**config.mk**
```make
export PLATFORM = sky130hd
export DESIGN_NAME = countdown_timer_ctrl_flat
export DESIGN_NICKNAME = d
export VERILOG_FILES = /design/src/rtl/countdown_timer_ctrl_pkg.sv /design/src/rtl/countdown_timer_ctrl_if.sv /design/src/rtl/countdown_timer_ctrl_down_digit.sv /design/src/rtl/countdown_timer_ctrl.sv /design/src/flat_wrapper.sv
export SDC_FILE = /design/constraint.sdc
export NUM_CORES = 1
export LEC_CHECK = 0
export BUFFER_PORTS_ARGS = -buffer_cell sky130_fd_sc_hd__buf_2
export CORE_ASPECT_RATIO = 1.1
export CORE_MARGIN = 1
export CORE_UTILIZATION = 49
export DETAILED_ROUTE_END_ITERATION = 10
export GPL_ROUTABILITY_DRIVEN = 0
export MAX_ROUTING_LAYER = met4
export PLACE_DENSITY = 0.78
export SETUP_SLACK_MARGIN = 0.02
export SLEW_MARGIN = 20
export SYNTH_ARGS = -nofsm -noshare
export SYNTH_HDL_FRONTEND = slang
export SYNTH_SLANG_ARGS = --single-unit
```
**constraint.sdc**
```tcl
create_clock -name clock -period 2.4 [get_ports clock]
set_input_delay 0.36 -clock clock [delete_from_list [all_inputs] [get_ports clock]]
set_output_delay 0.36 -clock clock [all_outputs]
set_load 0.05 [all_outputs]
```
**src/rtl/countdown_timer_ctrl_pkg.sv**
```systemverilog
// Shared types and constants for the irrigation mm:ss countdown controller.
package timer_pkg;

  localparam int unsigned DIGIT_W = 4;
  localparam int unsigned SEC_T_W = 3;

  localparam logic [DIGIT_W-1:0] DIGIT_MAX = 4'd9;
  localparam logic [SEC_T_W-1:0] SEC_T_MAX = 3'd5;

  typedef enum logic [2:0] {
    IDLE,
    LOADED,
    RUNNING,
    PAUSED,
    EXPIRED
  } timer_state_t;

  function automatic logic [DIGIT_W-1:0] sat_digit(input logic [DIGIT_W-1:0] v);
    return (v > DIGIT_MAX) ? DIGIT_MAX : v;
  endfunction

  function automatic logic [SEC_T_W-1:0] sat_sec_t(input logic [SEC_T_W-1:0] v);
    return (v > SEC_T_MAX) ? SEC_T_MAX : v;
  endfunction

endpackage

```
**src/rtl/countdown_timer_ctrl_if.sv**
```systemverilog
// Command/preset and status bundle between front panel, timer controller and valve driver.
interface countdown_timer_ctrl_if;
  import timer_pkg::*;

  logic               tick;
  logic               load;
  logic               start;
  logic               pause;
  logic               clear;
  logic [DIGIT_W-1:0] preset_min_t;
  logic [DIGIT_W-1:0] preset_min_u;
  logic [SEC_T_W-1:0] preset_sec_t;
  logic [DIGIT_W-1:0] preset_sec_u;
  logic [DIGIT_W-1:0] min_t;
  logic [DIGIT_W-1:0] min_u;
  logic [SEC_T_W-1:0] sec_t;
  logic [DIGIT_W-1:0] sec_u;
  logic               valve_en;
  logic               busy;
  logic               expired;

  modport master (
    output tick, load, start, pause, clear,
    output preset_min_t, preset_min_u, preset_sec_t, preset_sec_u,
    input  min_t, min_u, sec_t, sec_u, valve_en, busy, expired
  );

  modport slave (
    input  tick, load, start, pause, clear,
    input  preset_min_t, preset_min_u, preset_sec_t, preset_sec_u,
    output min_t, min_u, sec_t, sec_u, valve_en, busy, expired
  );

endinterface

```
**src/rtl/countdown_timer_ctrl_down_digit.sv**
```systemverilog
// One down-counting digit of the countdown chain; wraps 0 -> MAX and flags a borrow.
module down_digit #(
  parameter int unsigned      WIDTH = 4,
  parameter logic [WIDTH-1:0] MAX   = '1
) (
  input  logic             clock,
  input  logic             reset,
  input  logic             load,
  input  logic [WIDTH-1:0] load_val,
  input  logic             dec,
  input  logic             clr,
  output logic [WIDTH-1:0] q,
  output logic             borrow
);

  assign borrow = dec & (q == '0);

  always_ff @(posedge clock) begin
    if (reset || clr) begin
      q <= '0;
    end else if (load) begin
      q <= load_val;
    end else if (dec) begin
      q <= (q == '0) ? MAX : q - WIDTH'(1);
    end
  end

endmodule

```
**src/rtl/countdown_timer_ctrl.sv**
```systemverilog
// Countdown sequencer: loads an mm:ss preset, counts down on 1 Hz ticks and drives the valve.
module countdown_timer_ctrl
  import timer_pkg::*;
(
  input  logic                  clock,
  input  logic                  reset,
  countdown_timer_ctrl_if.slave bus
);

  timer_state_t       state;
  logic [DIGIT_W-1:0] mt_q, mu_q, su_q;
  logic [SEC_T_W-1:0] st_q;
  logic               su_borrow, st_borrow, mu_borrow, mt_borrow;
  logic               load_ok, dec_en, zero, expiring;
  logic               valve_en_q, busy_q, expired_q;

  // Load is refused while running; clear overrides it.
  assign load_ok  = bus.load & ~bus.clear & (state != RUNNING);
  assign dec_en   = (state == RUNNING) & bus.tick & ~bus.pause & ~bus.start
                    & ~bus.clear & ~bus.load;
  assign zero     = (mt_q == '0) & (mu_q == '0) & (st_q == '0) & (su_q == '0);
  assign expiring = dec_en & (mt_q == '0) & (mu_q == '0) & (st_q == '0)
                    & (su_q == DIGIT_W'(1));

  down_digit #(.WIDTH(DIGIT_W), .MAX(DIGIT_MAX)) u_sec_u (
    .clock(clock), .reset(reset), .load(load_ok), .load_val(sat_digit(bus.preset_sec_u)),
    .dec(dec_en), .clr(bus.clear), .q(su_q), .borrow(su_borrow)
  );

  down_digit #(.WIDTH(SEC_T_W), .MAX(SEC_T_MAX)) u_sec_t (
    .clock(clock), .reset(reset), .load(load_ok), .load_val(sat_sec_t(bus.preset_sec_t)),
    .dec(su_borrow), .clr(bus.clear), .q(st_q), .borrow(st_borrow)
  );

  down_digit #(.WIDTH(DIGIT_W), .MAX(DIGIT_MAX)) u_min_u (
    .clock(clock), .reset(reset), .load(load_ok), .load_val(sat_digit(bus.preset_min_u)),
    .dec(st_borrow), .clr(bus.clear), .q(mu_q), .borrow(mu_borrow)
  );

  down_digit #(.WIDTH(DIGIT_W), .MAX(DIGIT_MAX)) u_min_t (
    .clock(clock), .reset(reset), .load(load_ok), .load_val(sat_digit(bus.preset_min_t)),
    .dec(mu_borrow), .clr(bus.clear), .q(mt_q), .borrow(mt_borrow)
  );

  // mt_borrow can only fire from 00:00 in RUNNING, which the FSM never allows; treated as expiry.
  always_ff @(posedge clock) begin
    if (reset) begin
      state      <= IDLE;
      valve_en_q <= 1'b0;
      busy_q     <= 1'b0;
      expired_q  <= 1'b0;
    end else begin
      expired_q <= 1'b0;
      if (bus.clear) begin
        state      <= IDLE;
        valve_en_q <= 1'b0;
        busy_q     <= 1'b0;
      end else if (load_ok) begin
        state      <= LOADED;
        valve_en_q <= 1'b0;
        busy_q     <= 1'b0;
      end else begin
        case (state)
          LOADED: if (bus.start && !bus.pause && !zero) begin
            state      <= RUNNING;
            valve_en_q <= 1'b1;
            busy_q     <= 1'b1;
          end
          PAUSED: if (bus.start && !bus.pause) begin
            state      <= RUNNING;
            valve_en_q <= 1'b1;
            busy_q     <= 1'b1;
          end
          RUNNING: if (bus.pause) begin
            state      <= PAUSED;
            valve_en_q <= 1'b0;
            busy_q     <= 1'b1;
          end else if (expiring || mt_borrow) begin
            state      <= EXPIRED;
            valve_en_q <= 1'b0;
            busy_q     <= 1'b0;
            expired_q  <= 1'b1;
          end
          default: ;
        endcase
      end
    end
  end

  assign bus.min_t    = mt_q;
  assign bus.min_u    = mu_q;
  assign bus.sec_t    = st_q;
  assign bus.sec_u    = su_q;
  assign bus.valve_en = valve_en_q;
  assign bus.busy     = busy_q;
  assign bus.expired  = expired_q;

endmodule

```
**src/flat_wrapper.sv**
```systemverilog
// flat-port wrapper written by rule: the top's interface ports become plain ports
module countdown_timer_ctrl_flat import timer_pkg::*;
  (clock, reset, bus_tick, bus_load, bus_start, bus_pause, bus_clear, bus_preset_min_t, bus_preset_min_u, bus_preset_sec_t, bus_preset_sec_u, bus_min_t, bus_min_u, bus_sec_t, bus_sec_u, bus_valve_en, bus_busy, bus_expired);
  countdown_timer_ctrl_if bus_i ();
  input  logic clock;
  input  logic reset;
  input wire logic [$bits(bus_i.tick)-1:0] bus_tick;
  input wire logic [$bits(bus_i.load)-1:0] bus_load;
  input wire logic [$bits(bus_i.start)-1:0] bus_start;
  input wire logic [$bits(bus_i.pause)-1:0] bus_pause;
  input wire logic [$bits(bus_i.clear)-1:0] bus_clear;
  input wire logic [$bits(bus_i.preset_min_t)-1:0] bus_preset_min_t;
  input wire logic [$bits(bus_i.preset_min_u)-1:0] bus_preset_min_u;
  input wire logic [$bits(bus_i.preset_sec_t)-1:0] bus_preset_sec_t;
  input wire logic [$bits(bus_i.preset_sec_u)-1:0] bus_preset_sec_u;
  output wire logic [$bits(bus_i.min_t)-1:0] bus_min_t;
  output wire logic [$bits(bus_i.min_u)-1:0] bus_min_u;
  output wire logic [$bits(bus_i.sec_t)-1:0] bus_sec_t;
  output wire logic [$bits(bus_i.sec_u)-1:0] bus_sec_u;
  output wire logic [$bits(bus_i.valve_en)-1:0] bus_valve_en;
  output wire logic [$bits(bus_i.busy)-1:0] bus_busy;
  output wire logic [$bits(bus_i.expired)-1:0] bus_expired;
  assign bus_i.tick = bus_tick;
  assign bus_i.load = bus_load;
  assign bus_i.start = bus_start;
  assign bus_i.pause = bus_pause;
  assign bus_i.clear = bus_clear;
  assign bus_i.preset_min_t = bus_preset_min_t;
  assign bus_i.preset_min_u = bus_preset_min_u;
  assign bus_i.preset_sec_t = bus_preset_sec_t;
  assign bus_i.preset_sec_u = bus_preset_sec_u;
  assign bus_min_t = bus_i.min_t;
  assign bus_min_u = bus_i.min_u;
  assign bus_sec_t = bus_i.sec_t;
  assign bus_sec_u = bus_i.sec_u;
  assign bus_valve_en = bus_i.valve_en;
  assign bus_busy = bus_i.busy;
  assign bus_expired = bus_i.expired;
  countdown_timer_ctrl u_core (.clock(clock), .reset(reset), .bus(bus_i));
endmodule
```
==> impl_metrics.tcl, run 1 <==
set metrics [dict create \
    cpLargestDelayFamily "simple AND/OR/NAND/NOR gates" \
    slew_viol_final 0 \
    cts-root-buf "clkbuf_4" \
    io_pins 40 \
    cts_tree "yes" \
    synth_edf_count 0 \
    finalSetupTns_ns 0 \
    dp_hpwl_microns 2096 \
    drt_first_iter_violations 21 \
    min_period_over_period_pct 91.13 \
    fmax_mhz 457.2 \
    post_route_cells_drive_above_1_share_pct 28.73 \
    vias 1235 \
    clk-insertion-delay-late_ns 0.30 \
    dieArea_sq_um 2553 \
    routedWlPerCell_microns 13.54 \
    yosysUniqueCellTypes 40 \
    viasPerCell 5.853 \
    ys_warn_count 0 \
    route.detailed.drc 0 \
    rows 18 \
    htreeDepth 1 \
    syn_avg_cell_area_sq_um 8.182 \
    grt_pass1_wl_microns 4623 \
    clk_path_buf_depth 2 \
    seq_area_frac_synth_pct 34.71 \
    outcome "finished, final reports clean" \
    synthArstFlopShare_pct 0 \
    grt_overflow 0 \
    path_max_fanout 4 \
    grt_pass1_vias 1051 \
    start_util_pct 51.74 \
    path_buf_inv 0 \
    final_cell_mix "buf_2 (39), nor2_1 (21), dfxtp_1 (20)" \
    drv_cap 0 \
    grt_max_degree 16 \
    core_area_sq_um 2230 \
    slew_headroom_pct 51.67 \
    synth_top_flop_cell "dfxtp_1" \
    finalCriticalPeriod_ns 2.187 \
    die_h_microns 52.89 \
    wirelength_microns 2856 \
    first_pass_iters 4 \
    cp.required_ns 2.60 \
    start_kind "flip-flop" \
    drtAntennaViolNets 0 \
    cts_sinks 20 \
    critPathCaptureType "flip-flop" \
    final_common_cell "buf_2" \
    syn_area_sq_um 1154 \
    area_delta_synth_final_pct 22.34 \
    antenna_found_initial 0 \
    fin_hold_ws_ns 0.2766 \
    final_hold_viol_count 0 \
    cp_data_arrival_time_ns 2.39 \
    path_cells "nor2_1 -> ha_1 -> or4b_1 -> nor4_2 -> and2b_1 -> a21oi_1 -> o211a_1" \
    fin_worst_skew_ns 0.002837 \
    rsz0062_at_grt "no" \
    die_x_microns 48.27 \
    postSynthCellCount 141 \
    cp_slowest_cell "or4b_1" \
    cp_slowest_stage_delay_ns 0.49 \
    power_density_nw_per_um2 453.0 \
    hold_buffers 0 \
    min_path_type "in -> reg" \
    fin_util_pct 63.30 \
    synth.net_count 164 \
    fin_nets 206 \
    clk_pin_slew_worst_paths_ns 0.11 \
    ir_drop_mv 0.3412 \
    grtUsageTotal_pct 26.53 \
    path_class "reg -> reg" \
    port_buffers 39 \
    setup_viol_count_final 0 \
    total_leakage_power_nw 0.5889 \
    n_antenna_cell 0 \
    cts_buffers 3 \
    worst_pin_slew_ns 0.7223 \
    synth_seq_cells 20 \
]
[report_power, final]
part           leakage (nW)  switching (mW)  internal [mW]
clock                0.0138           0.101         0.0585
sequential            0.162          0.0102          0.339
combinational         0.413          0.0805         0.0503
total                 0.589           0.191          0.448
[sequential cells by signal, summed over array words and instances (netlist names)]
register	cells
u_core.bus.expired	1
u_core.state	3
u_core.bus.valve_en	1
u_core.u_min_u.q	4
u_core.u_sec_u.q	4
u_core.u_sec_t.q	3
u_core.u_min_t.q	4
[per-layer routing]
layer	routed length (microns)	global-route usage (%)	vias up	part of all wire, %
met3	239	3.072	4	8.4
met1	1264	34.59	565	44
met2	1299	40.67	59	45
li1	-	-	607	-
met4	53	11.11	0	1.9
met5	0	-	-	0
[layout make-up]
cell class	instances	area (sq um)
well taps	30	37.54
multi-input cells	114	733.2
fillers	203	818.3
inverters	4	15.01
clock buffers	3	22.52
repair buffers	40	202.7
flip-flops and latches	20	400.4
[worst reg2reg max path, cell delays in order, from the launching register on]
cell and delay (ns):
dfxtp_1 0.35, nor2_1 0.16, ha_1 0.23, or4b_1 0.49, nor4_2 0.32, and2b_1 0.24
a21oi_1 0.06, o211a_1 0.24
[stage by stage]
| step | cell area, sq um | cells | power (mW) | setup slack (ns) |
|---|---|---|---|---|
| floorplan | 1154 | 141 | 0.4396 | 0.1692 |
| global placement | 1383 | 208 | 0.4807 | 0.3091 |
| global route | 1411 | 211 | 0.6695 | 0.01751 |
| finish | 1411 | 211 | 0.6394 | 0.2128 |
| detailed placement | 1383 | 208 | 0.4835 | 0.1852 |
| CTS | 1405 | 211 | 0.6359 | 0.1625 |
[cells in the mapped netlist, drive strengths merged (2+ instances only)]
cell    count  area [sq um]
nor2       21         78.83
dfxtp      20         400.4
a21oi      16         80.08
o21ai      10         50.05
nand3       6         30.03
inv         4         15.01
mux2i       4         40.04
nand2       4         15.01
nand2b      4         25.02
nor3        4         25.02
o21a        4         30.03
xnor2       4         35.03
clkbuf      3         11.26
o31ai       3         22.52
a211oi      2         15.01
a221oi      2         17.52
nand4b      2         17.52
nor2b       2         12.51
nor3b       2         15.01
nor4        2         12.51
nor4b       2         30.03
or2         2         12.51
or4b        2         23.77
xor2        2         17.52
[worst paths after layout]
check                        endpoint  slack, ns                 from  depth (start not counted)
setup reg to reg      u_core.state[0]       0.21  u_core.u_sec_t.q[0]                          7
hold / removal    u_core.u_min_u.q[1]       0.28  bus_preset_min_u[3]                          2
setup / recovery      u_core.state[0]       0.21  u_core.u_sec_t.q[0]                          7
hold reg to reg   u_core.bus.valve_en       0.45  u_core.bus.valve_en                          2
[cells by family (layout without fill, tap and decap cells)]
logic type	count (synthesis)	in the layout	share of synthesized area (%)
simple gates	61	61	31.78
compound gates	42	42	22.13
flops	20	20	34.71
buf+inv	7	47	2.277
xor+xnor	6	6	4.555
mux	4	4	3.471
fa+ha+maj	1	1	1.084
[timing repair]
item / CTS / global route
endpoints found under the setup margin: 0 / 1
buffers inserted: 0 / 0
gates resized for setup: 0 / 1
endpoints found under the hold margin: 0 / 0
No activity file was read; power rests on OpenSTA's default activity.
==> run 2: changes to the inputs <==
--- a/config.mk
+++ b/config.mk
@@ -8,5 +8,4 @@
 export BUFFER_PORTS_ARGS = -buffer_cell sky130_fd_sc_hd__buf_2
 export CORE_ASPECT_RATIO = 1.1
-export CORE_MARGIN = 1
 export CORE_UTILIZATION = 49
 export DETAILED_ROUTE_END_ITERATION = 10
==> constraint.sdc (replaced) <==
create_clock -name clock -period 2.4 [get_ports clock]
set_input_delay 0.48 -clock clock [delete_from_list [all_inputs] [get_ports clock]]
set_output_delay 0.48 -clock clock [all_outputs]
set_load 0.05 [all_outputs]
==> impl_metrics.tcl, run 2 (synthesized netlist as in run 1, its figures left out) <==
set metrics [dict create \
    outcome "finished with violations" \
    violations "design-rule violations" \
    wirelength_microns 2785 \
    fin_worst_skew_ns 0.001931 \
    top_layer "met4" \
    viasPerCell 5.607 \
    ir_drop_mv 0.3284 \
    layout.cells.non_filler 214 \
    wl_met2_microns 1272 \
    start_util_pct 51.74 \
    path_max_fanout 4 \
    stdcell_area_sq_um 1440 \
    finalCriticalPeriod_ns 2.207 \
    drtAntennaViolNets 0 \
    n_antenna_cell 0 \
    cts_buffers 3 \
    grt_pass1_vias 1003 \
    min_period_over_period_pct 91.97 \
    dieArea_sq_um 2553 \
    final_common_cell "buf_2" \
    antenna_found_initial 0 \
    area_delta_synth_final_pct 24.84 \
    final_hold_viol_count 0 \
    min_path_type "in -> reg" \
    wl_met1_microns 1320 \
    setup_viol_count_final 0 \
    cts_tree "yes" \
    cts_setup_buffers 0 \
    regToRegSetupSlack_ns 0.19 \
    fin_nets 208 \
    clk_path_buf_depth 2 \
    cp_slowest_cell "or4b_1" \
    rsz0062_at_grt "no" \
    cts_resized 0 \
    cp_data_arrival_time_ns 2.42 \
    clk_pin_slew_worst_paths_ns 0.11 \
    path_cells "nor2_1 -> ha_1 -> or4b_1 -> nor4_2 -> and2b_1 -> a21oi_1 -> o211a_1" \
    path_class "reg -> reg" \
    core_area_sq_um 2230 \
    drt_first_iter_violations 27 \
    met3RoutedLength_microns 159 \
    power_density_nw_per_um2 474.3 \
    rows 18 \
    routedWlPerCell_microns 13.01 \
    cp_slowest_stage_delay_ns 0.51 \
    first_pass_iters 7 \
    start_kind "flip-flop" \
    dp_hpwl_microns 2081 \
    total_leakage_power_nw 0.6066 \
    slew_viol_final 0 \
    finalSetupTns_ns 0 \
    grt_max_degree 16 \
    cts_sinks 20 \
    slew_headroom_pct 64.26 \
    fmax_mhz 453.0 \
    die_h_microns 52.89 \
    worst_pin_slew_ns 0.5313 \
    cts-root-buf "clkbuf_4" \
    largestRegisters "u_core.u_min_t.q x4, u_core.u_min_u.q x4, u_core.u_sec_u.q x4" \
    htreeDepth 1 \
    post_route_cells_drive_above_1_share_pct 29.89 \
    drv_cap 0 \
    hold_buffers 0 \
    cp.required_ns 2.62 \
    dpl-instance-area_sq_um 1398 \
    port_buffers 39 \
    die_x_microns 48.27 \
    grt_pass1_wl_microns 4381 \
    dpl.cell_count 210 \
    io_pins 40 \
    critPathCaptureType "flip-flop" \
    route.detailed.drc 1 \
    vias 1200 \
    grt_overflow 0 \
    clk-insertion-delay-late_ns 0.31 \
    grtUsageTotal_pct 24.86 \
    final_cell_mix "buf_2 (39), nor2_1 (21), dfxtp_1 (20)" \
]
run 2: cell types whose count changed in the layout (fill, tap and decap cells not counted), sizes merged:
cell,previous run,this run
buf,40,42
clkbuf,3,4
run 2: metal layers:
metal,up-vias,track usage (%)
li1,610,-
met1,544,33.62
met2,41,36.67
met3,5,4.437
met4,0,8.796
met5,-,-
run 2: critical path: cells and delay by family (launching register included):
| kind | cells | cell delay [ns] |
|---|---|---|
| AOI/OAI and AO/OA | 2 | 0.29 |
| and+or+nand+nor | 4 | 1.24 |
| adders and majority gates | 1 | 0.23 |
| DFF | 1 | 0.36 |
run 2: layout make-up:
| type | count | area [sq um] |
|---|---|---|
| clock buffers | 4 | 36.28 |
| fillers | 213 | 789.5 |
| inverters | 4 | 15.01 |
| multi-input cells | 114 | 733.2 |
| flip-flops and latches | 20 | 400.4 |
| well taps | 30 | 37.54 |
| repair buffers | 42 | 217.7 |
run 2: report_power, final:
part | total (mW) | internal [mW] | switching (mW)
clock | 0.201 | 0.0927 | 0.109
combinational | 0.132 | 0.0519 | 0.0805
sequential | 0.349 | 0.339 | 0.00999
total | 0.683 | 0.484 | 0.199
run 2: worst paths after layout:
path	startpoint	endpoint	cells after the start
setup reg to reg	u_core.u_sec_t.q[0]	u_core.state[0]	7
setup / recovery	u_core.u_sec_t.q[0]	u_core.state[0]	7
hold reg to reg	u_core.bus.valve_en	u_core.bus.valve_en	2
hold / removal	bus_preset_min_t[2]	u_core.u_min_t.q[2]	2
run 2: stage by stage:
stage / setup WS (ns) / hold slack [ns] / util (%) / power [mW]
floorplan: 0.1692 / 0.5044 / - / 0.4396
global placement: 0.3026 / 0.4391 / 62.68 / 0.4824
detailed placement: 0.1541 / 0.4450 / 62.68 / 0.4859
CTS: 0.1216 / 0.3931 / 64.31 / 0.6859
global route: 0.03304 / 0.4095 / 64.59 / 0.7160
finish: 0.1926 / 0.4006 / 64.59 / 0.6831
